`src/rtl/digit_pkg.sv`:
```
// Shared digit-code definitions for the BCD converter and the 7-segment driver.
// Keeps the blank code, saturation limit and converter state encoding in one place.
package digit_pkg;

    localparam int DIGIT_W = 4;
    localparam logic [DIGIT_W-1:0] BLANK_CODE = 4'd10;
    localparam int SAT_VALUE = 9999;

    localparam logic [1:0] ST_IDLE   = 2'd0;
    localparam logic [1:0] ST_SHIFT  = 2'd1;
    localparam logic [1:0] ST_FORMAT = 2'd2;

endpackage

```
`src/rtl/bin2bcd_digits_bcd_add3.sv`:
```
// Shift-and-add-3 nibble correction: values 5..9 get +3 so the next left shift carries.
// Purely combinational; the caller instantiates one per BCD nibble.
module bcd_add3
    import digit_pkg::*;
(
    input  logic [DIGIT_W-1:0] n,
    output logic [DIGIT_W-1:0] q
);

    assign q = (n >= 4'd5) ? n + 4'd3 : n;

endmodule

```
`src/rtl/bin2bcd_digits.sv`:
```
// Sequential binary-to-BCD converter, one bit per clock, feeding the 4-digit 7-segment driver.
// Build option: LEADING_ZERO_BLANK_EN replaces leading zero digits (above units) with the blank code.
//
// state     | meaning
// ----------+-----------------------------------------------------------
// ST_IDLE   | in_ready high, waiting for in_valid
// ST_SHIFT  | WIDTH add-3/shift steps through the BCD scratch
// ST_FORMAT | register digits and ovf, pulse out_valid, back to idle
module bin2bcd_digits
    import digit_pkg::*;
#(
    parameter int WIDTH = 14,
    parameter int SAT_VALUE = digit_pkg::SAT_VALUE,
    parameter logic [3:0] BLANK_CODE = digit_pkg::BLANK_CODE
)(
    input  logic             clk,
    input  logic             rst_n,
    input  logic [WIDTH-1:0] in_value,
    input  logic             in_valid,
    output logic             in_ready,
    output logic [3:0]       thousand,
    output logic [3:0]       hundred,
    output logic [3:0]       ten,
    output logic [3:0]       digit,
    output logic             out_valid,
    output logic             ovf
);

    localparam int CNT_W = $clog2(WIDTH + 1);

    logic [1:0]       state;
    logic [WIDTH-1:0] sr;
    logic [15:0]      bcd;
    logic [15:0]      bcd_adj;
    logic [CNT_W-1:0] cnt;
    logic             sat;
    logic [3:0]       f_th;
    logic [3:0]       f_hu;
    logic [3:0]       f_te;
    logic [3:0]       f_un;

    for (genvar i = 0; i < 4; i++) begin : g_add3
        bcd_add3 u_add3 (
            .n (bcd[4*i +: 4]),
            .q (bcd_adj[4*i +: 4])
        );
    end

    assign in_ready = (state == ST_IDLE);

    // Saturated values bypass the BCD scratch, which may have wrapped for inputs above 9999.
    always_comb begin
        f_th = bcd[15:12];
        f_hu = bcd[11:8];
        f_te = bcd[7:4];
        f_un = bcd[3:0];
        if (sat) begin
            f_th = 4'd9;
            f_hu = 4'd9;
            f_te = 4'd9;
            f_un = 4'd9;
        end
`ifdef LEADING_ZERO_BLANK_EN
        else begin
            if (bcd[15:12] == 4'd0) f_th = BLANK_CODE;
            if (bcd[15:8] == 8'd0)  f_hu = BLANK_CODE;
            if (bcd[15:4] == 12'd0) f_te = BLANK_CODE;
        end
`endif
    end

    always_ff @(posedge clk or negedge rst_n) begin
        if (!rst_n) begin
            state     <= ST_IDLE;
            sr        <= '0;
            bcd       <= '0;
            cnt       <= '0;
            sat       <= 1'b0;
            thousand  <= BLANK_CODE;
            hundred   <= BLANK_CODE;
            ten       <= BLANK_CODE;
            digit     <= BLANK_CODE;
            out_valid <= 1'b0;
            ovf       <= 1'b0;
        end else begin
            out_valid <= 1'b0;
            case (state)
                ST_IDLE: begin
                    if (in_valid) begin
                        sr    <= in_value;
                        bcd   <= '0;
                        cnt   <= '0;
                        sat   <= (32'(in_value) > SAT_VALUE);
                        state <= ST_SHIFT;
                    end
                end
                ST_SHIFT: begin
                    {bcd, sr} <= {bcd_adj, sr} << 1;
                    cnt       <= cnt + CNT_W'(1);
                    if (cnt == CNT_W'(WIDTH - 1)) state <= ST_FORMAT;
                end
                ST_FORMAT: begin
                    thousand  <= f_th;
                    hundred   <= f_hu;
                    ten       <= f_te;
                    digit     <= f_un;
                    ovf       <= sat;
                    out_valid <= 1'b1;
                    state     <= ST_IDLE;
                end
                default: state <= ST_IDLE;
            endcase
        end
    end

endmodule

```
`config.mk`:
```
export PLATFORM = sky130hd
export DESIGN_NAME = bin2bcd_digits
export DESIGN_NICKNAME = d
export VERILOG_FILES = /design/src/rtl/digit_pkg.sv /design/src/rtl/bin2bcd_digits_bcd_add3.sv /design/src/rtl/bin2bcd_digits.sv
export SDC_FILE = /design/constraint.sdc
export NUM_CORES = 1
export LEC_CHECK = 0
export ABC_AREA = 1
export CAP_MARGIN = 20
export CORE_MARGIN = 2
export CORE_UTILIZATION = 45
export DETAILED_ROUTE_END_ITERATION = 10
export PLACE_DENSITY = 0.67
export SLEW_MARGIN = 10
export SYNTH_ARGS = -nofsm -noshare
export SYNTH_HDL_FRONTEND = slang
export SYNTH_SLANG_ARGS = --single-unit
```
`constraint.sdc`:
```
create_clock -name clk -period 1.7 [get_ports clk]
set_clock_uncertainty 0.2 [all_clocks]
set_input_delay 0.34 -clock clk [delete_from_list [all_inputs] [get_ports clk]]
set_output_delay 0.34 -clock clk [all_outputs]
set_load 0.01 [all_outputs]
```
==> run metrics <==
first-pass GRT wire length=9410 um; Core Util, Final=0.561; synthesized net count=354; Leakage=1.68 nW; grt met3 use=0.0370; Yosys reg bits=55; Syn Std Cell Area=0.00279 mm2; Final Cycle Share=0.973; highest net fanout along the worst path=2; Max Cap Violations=0; Multi-input gate area=0.00116 mm2; number of vias per cell=4.99; Worst path slowest cell=dfstp_2; CTS tree=done; status=completed; most used routing layer=met2; starting density of the core=0.468; fin nets=399; final hold vios=0; CTS Sinks=55; Reg area=0.00139 mm2; Worst Setup Path Type=reg2out; Arr. time, crit path=1110 ps; Post-DP HPWL=3860 um; WL per Instance=12.3 um; GRT overflow=0; Fin Hold WS=277 ps; Sw Pwr=0.00241 W; WL final=5510 um; clock slew at reported path FFs=100 ps; share of cells above drive strength 1=0.145; fmax=604 MHz; Site Rows=28; Filler cells=591; worst-skew pair later-pin latency=320 ps; GP Congestion=0.806; PwrDens=1700 mW/mm2; # H-tree levels=2; Routed Antenna Nets=0; Max-Slew Margin vs Limit=0.760; Slew Viols, Final=0; sequential cell area fraction in the yosys report=0.498; Post-CTS Setup Inserts=0; pin count of the biggest net entering global routing=56; GR Util All Layers=0.184; I/O Buffers=35; Buf/Inv on CP=1; syn_area_per_cell=8.52 um2; Worst Tran Pin Value=359 ps; worst setup margin=45.2 ps; CP Capture Type=output port; Clk pwr share=0.132; Place WS=20.1 ps; Int Power=0.00328 W; Area growth syn-to-layout=20.0%; initial antenna violation count=0; Die Ht=82.7 um; # diodes=0; fin cells=448; yosys warns=0; Comb power frac=0.473; TritonCTS buffer count=5; CP delay by family, top=flip-flops; post-synthesis cell type count=26; critical-path cell list=dlygate4sd2_1; Chip Width=82.7 um; switch share=0.424; CTS max path bufs=2; DR vias=2,237; routing usage on met1=0.221; Worst path max stage delay=550 ps; Cells after DPL=439; Residual DRC=0; M2 GR Usage=0.319; Req. time, crit path=1160 ps; Hold Crit Class=reg2reg; Max VDD drop=0.000684 V; DR iter-0 viols=88; final setup violation count=0; num ports=36; Setup TNS=0 ps; First-pass DRT Iterations=4; Flop pwr share=0.395; CP Launch Type=flip-flop; post-synthesis cell count=327; number of global-route vias before repair=2,133; Final min period=1650 ps; core area=0.00596 mm2; Die Area=0.00683 mm2; CTS root buf=clkbuf_8; RSZ-0062 raised after global routing=yes
metrics by stage:
step / power, W / instance area, um2
floorplan: 0.00424 / 2790
global placement: 0.00499 / 3260
detailed placement: 0.00509 / 3260
CTS: 0.00574 / 3340
global route: 0.00628 / 3340
finish: 0.00570 / 3340
state kept, by name (all words and copies together), names as in the netlist, 2 cells and up:
name and count:
state 2, hundred 4, ten 4, thousand 4
digit 4, cnt 4, sr 14, bcd 16
cell type report:
cell class	count	area share
clock buffer	5	0.0206
inverter	46	0.0517
sequential	55	0.415
timing repair buffer	45	0.131
multi-input combinational	219	0.346
clock inverter	3	0.00749
tap	75	0.0281
power groups by stage:
stage          Sequential, W  Combinational (W)  Clock [W]
2_1_floorplan        0.00229            0.00195          0
3_3_place_gp         0.00225            0.00274          0
3_5_place_dp         0.00228            0.00281          0
4_1_cts              0.00225            0.00272   0.000771
5_1_grt              0.00232            0.00313   0.000823
6_report             0.00225            0.00269   0.000752
synth_stat cells:
master,n,area share
ha_1,10,0.045
nand2_4,1,0.0040
o22ai_2,1,0.0045
o21ai_0,12,0.022
a21oi_1,11,0.020
o211ai_1,1,0.0027
nand2_2,1,0.0022
inv_2,5,0.0067
o21ai_4,1,0.0058
nand2_1,97,0.13
nand3_1,23,0.041
o21ai_2,15,0.047
o21ai_1,13,0.023
o22ai_1,1,0.0022
o21bai_1,3,0.0081
dfstp_2,8,0.075
buf_2,1,0.0018
buf_6,4,0.016
nand4_1,9,0.020
dfrtp_1,47,0.42
nor2_4,1,0.0040
inv_1,41,0.055
buf_8,1,0.0054
buf_4,1,0.0027
nor2_1,18,0.024
nor2_8,1,0.0072
tightest hold or removal path, stage by stage, from the launching register on:
cell     delay (ps)
dfstp_2         380
nand2_1          50
o21ai_1          50
kinds of logic after synthesis:
family	Yosys count	share of synthesized area
simple gates	151	0.234
compound gates	58	0.135
flops	55	0.498
buf+inv	53	0.0880
fa+ha+maj	10	0.0449
path summary, 6_finish.rpt:
check / from / end / slack (ps) / cells past startpoint
hold / removal: hundred[1] / hundred[1] / 280 / 2
hold reg to reg: hundred[1] / hundred[1] / 280 / 2
max in group asynchronous: rst_n / ten[3] / 680 / 3
setup / recovery: ten[1] / ten[1] / 50 / 1
setup reg to reg: state[1] / bcd[12] / 140 / 6
min in group asynchronous: rst_n / hundred[0] / 340 / 3
routing by layer:
| layer | wire length [um] | share of wire | vias to the layer above |
|---|---|---|---|
| met2 | 2620 | 0.47 | 50 |
| met1 | 2580 | 0.47 | 1041 |
| met5 | 0 | 0 | - |
| met3 | 210 | 0.038 | 8 |
| met4 | 102 | 0.019 | 0 |
| li1 | - | - | 1138 |
cells in the final DEF (no fill, tap or decap):
cell type and count:
clkbuf_2 1, nor2_1 17, nand2_1 97, nor2_4 1, buf_12 3, clkinv_4 2, o21ai_1 13, clkbuf_8 5
inv_2 5, o22ai_1 1, nand4_1 9, nand2_2 1, nand3_1 23, buf_2 1, o22ai_2 1, o21bai_1 3
nand2_4 1, dfstp_2 8, ha_1 10, clkdlybuf4s50_1 15, o211ai_1 1, dlygate4sd2_1 13, nor2_8 1, dfrtp_1 47
a21oi_1 11, nor2_2 1, buf_4 6, clkinvlp_4 1, inv_1 41, o21ai_0 12, dlygate4sd3_1 1, clkdlybuf4s15_1 5
o21ai_2 15, o21ai_4 1
what timing repair did:
item | 4_1_cts | 5_1_grt
endpoints found under the hold margin | 47 | 0
resized for setup | 19 | 8
endpoints found under the setup margin | 19 | 6
hold buffers | 1 | 0
(Power assumes the default switching activity.)
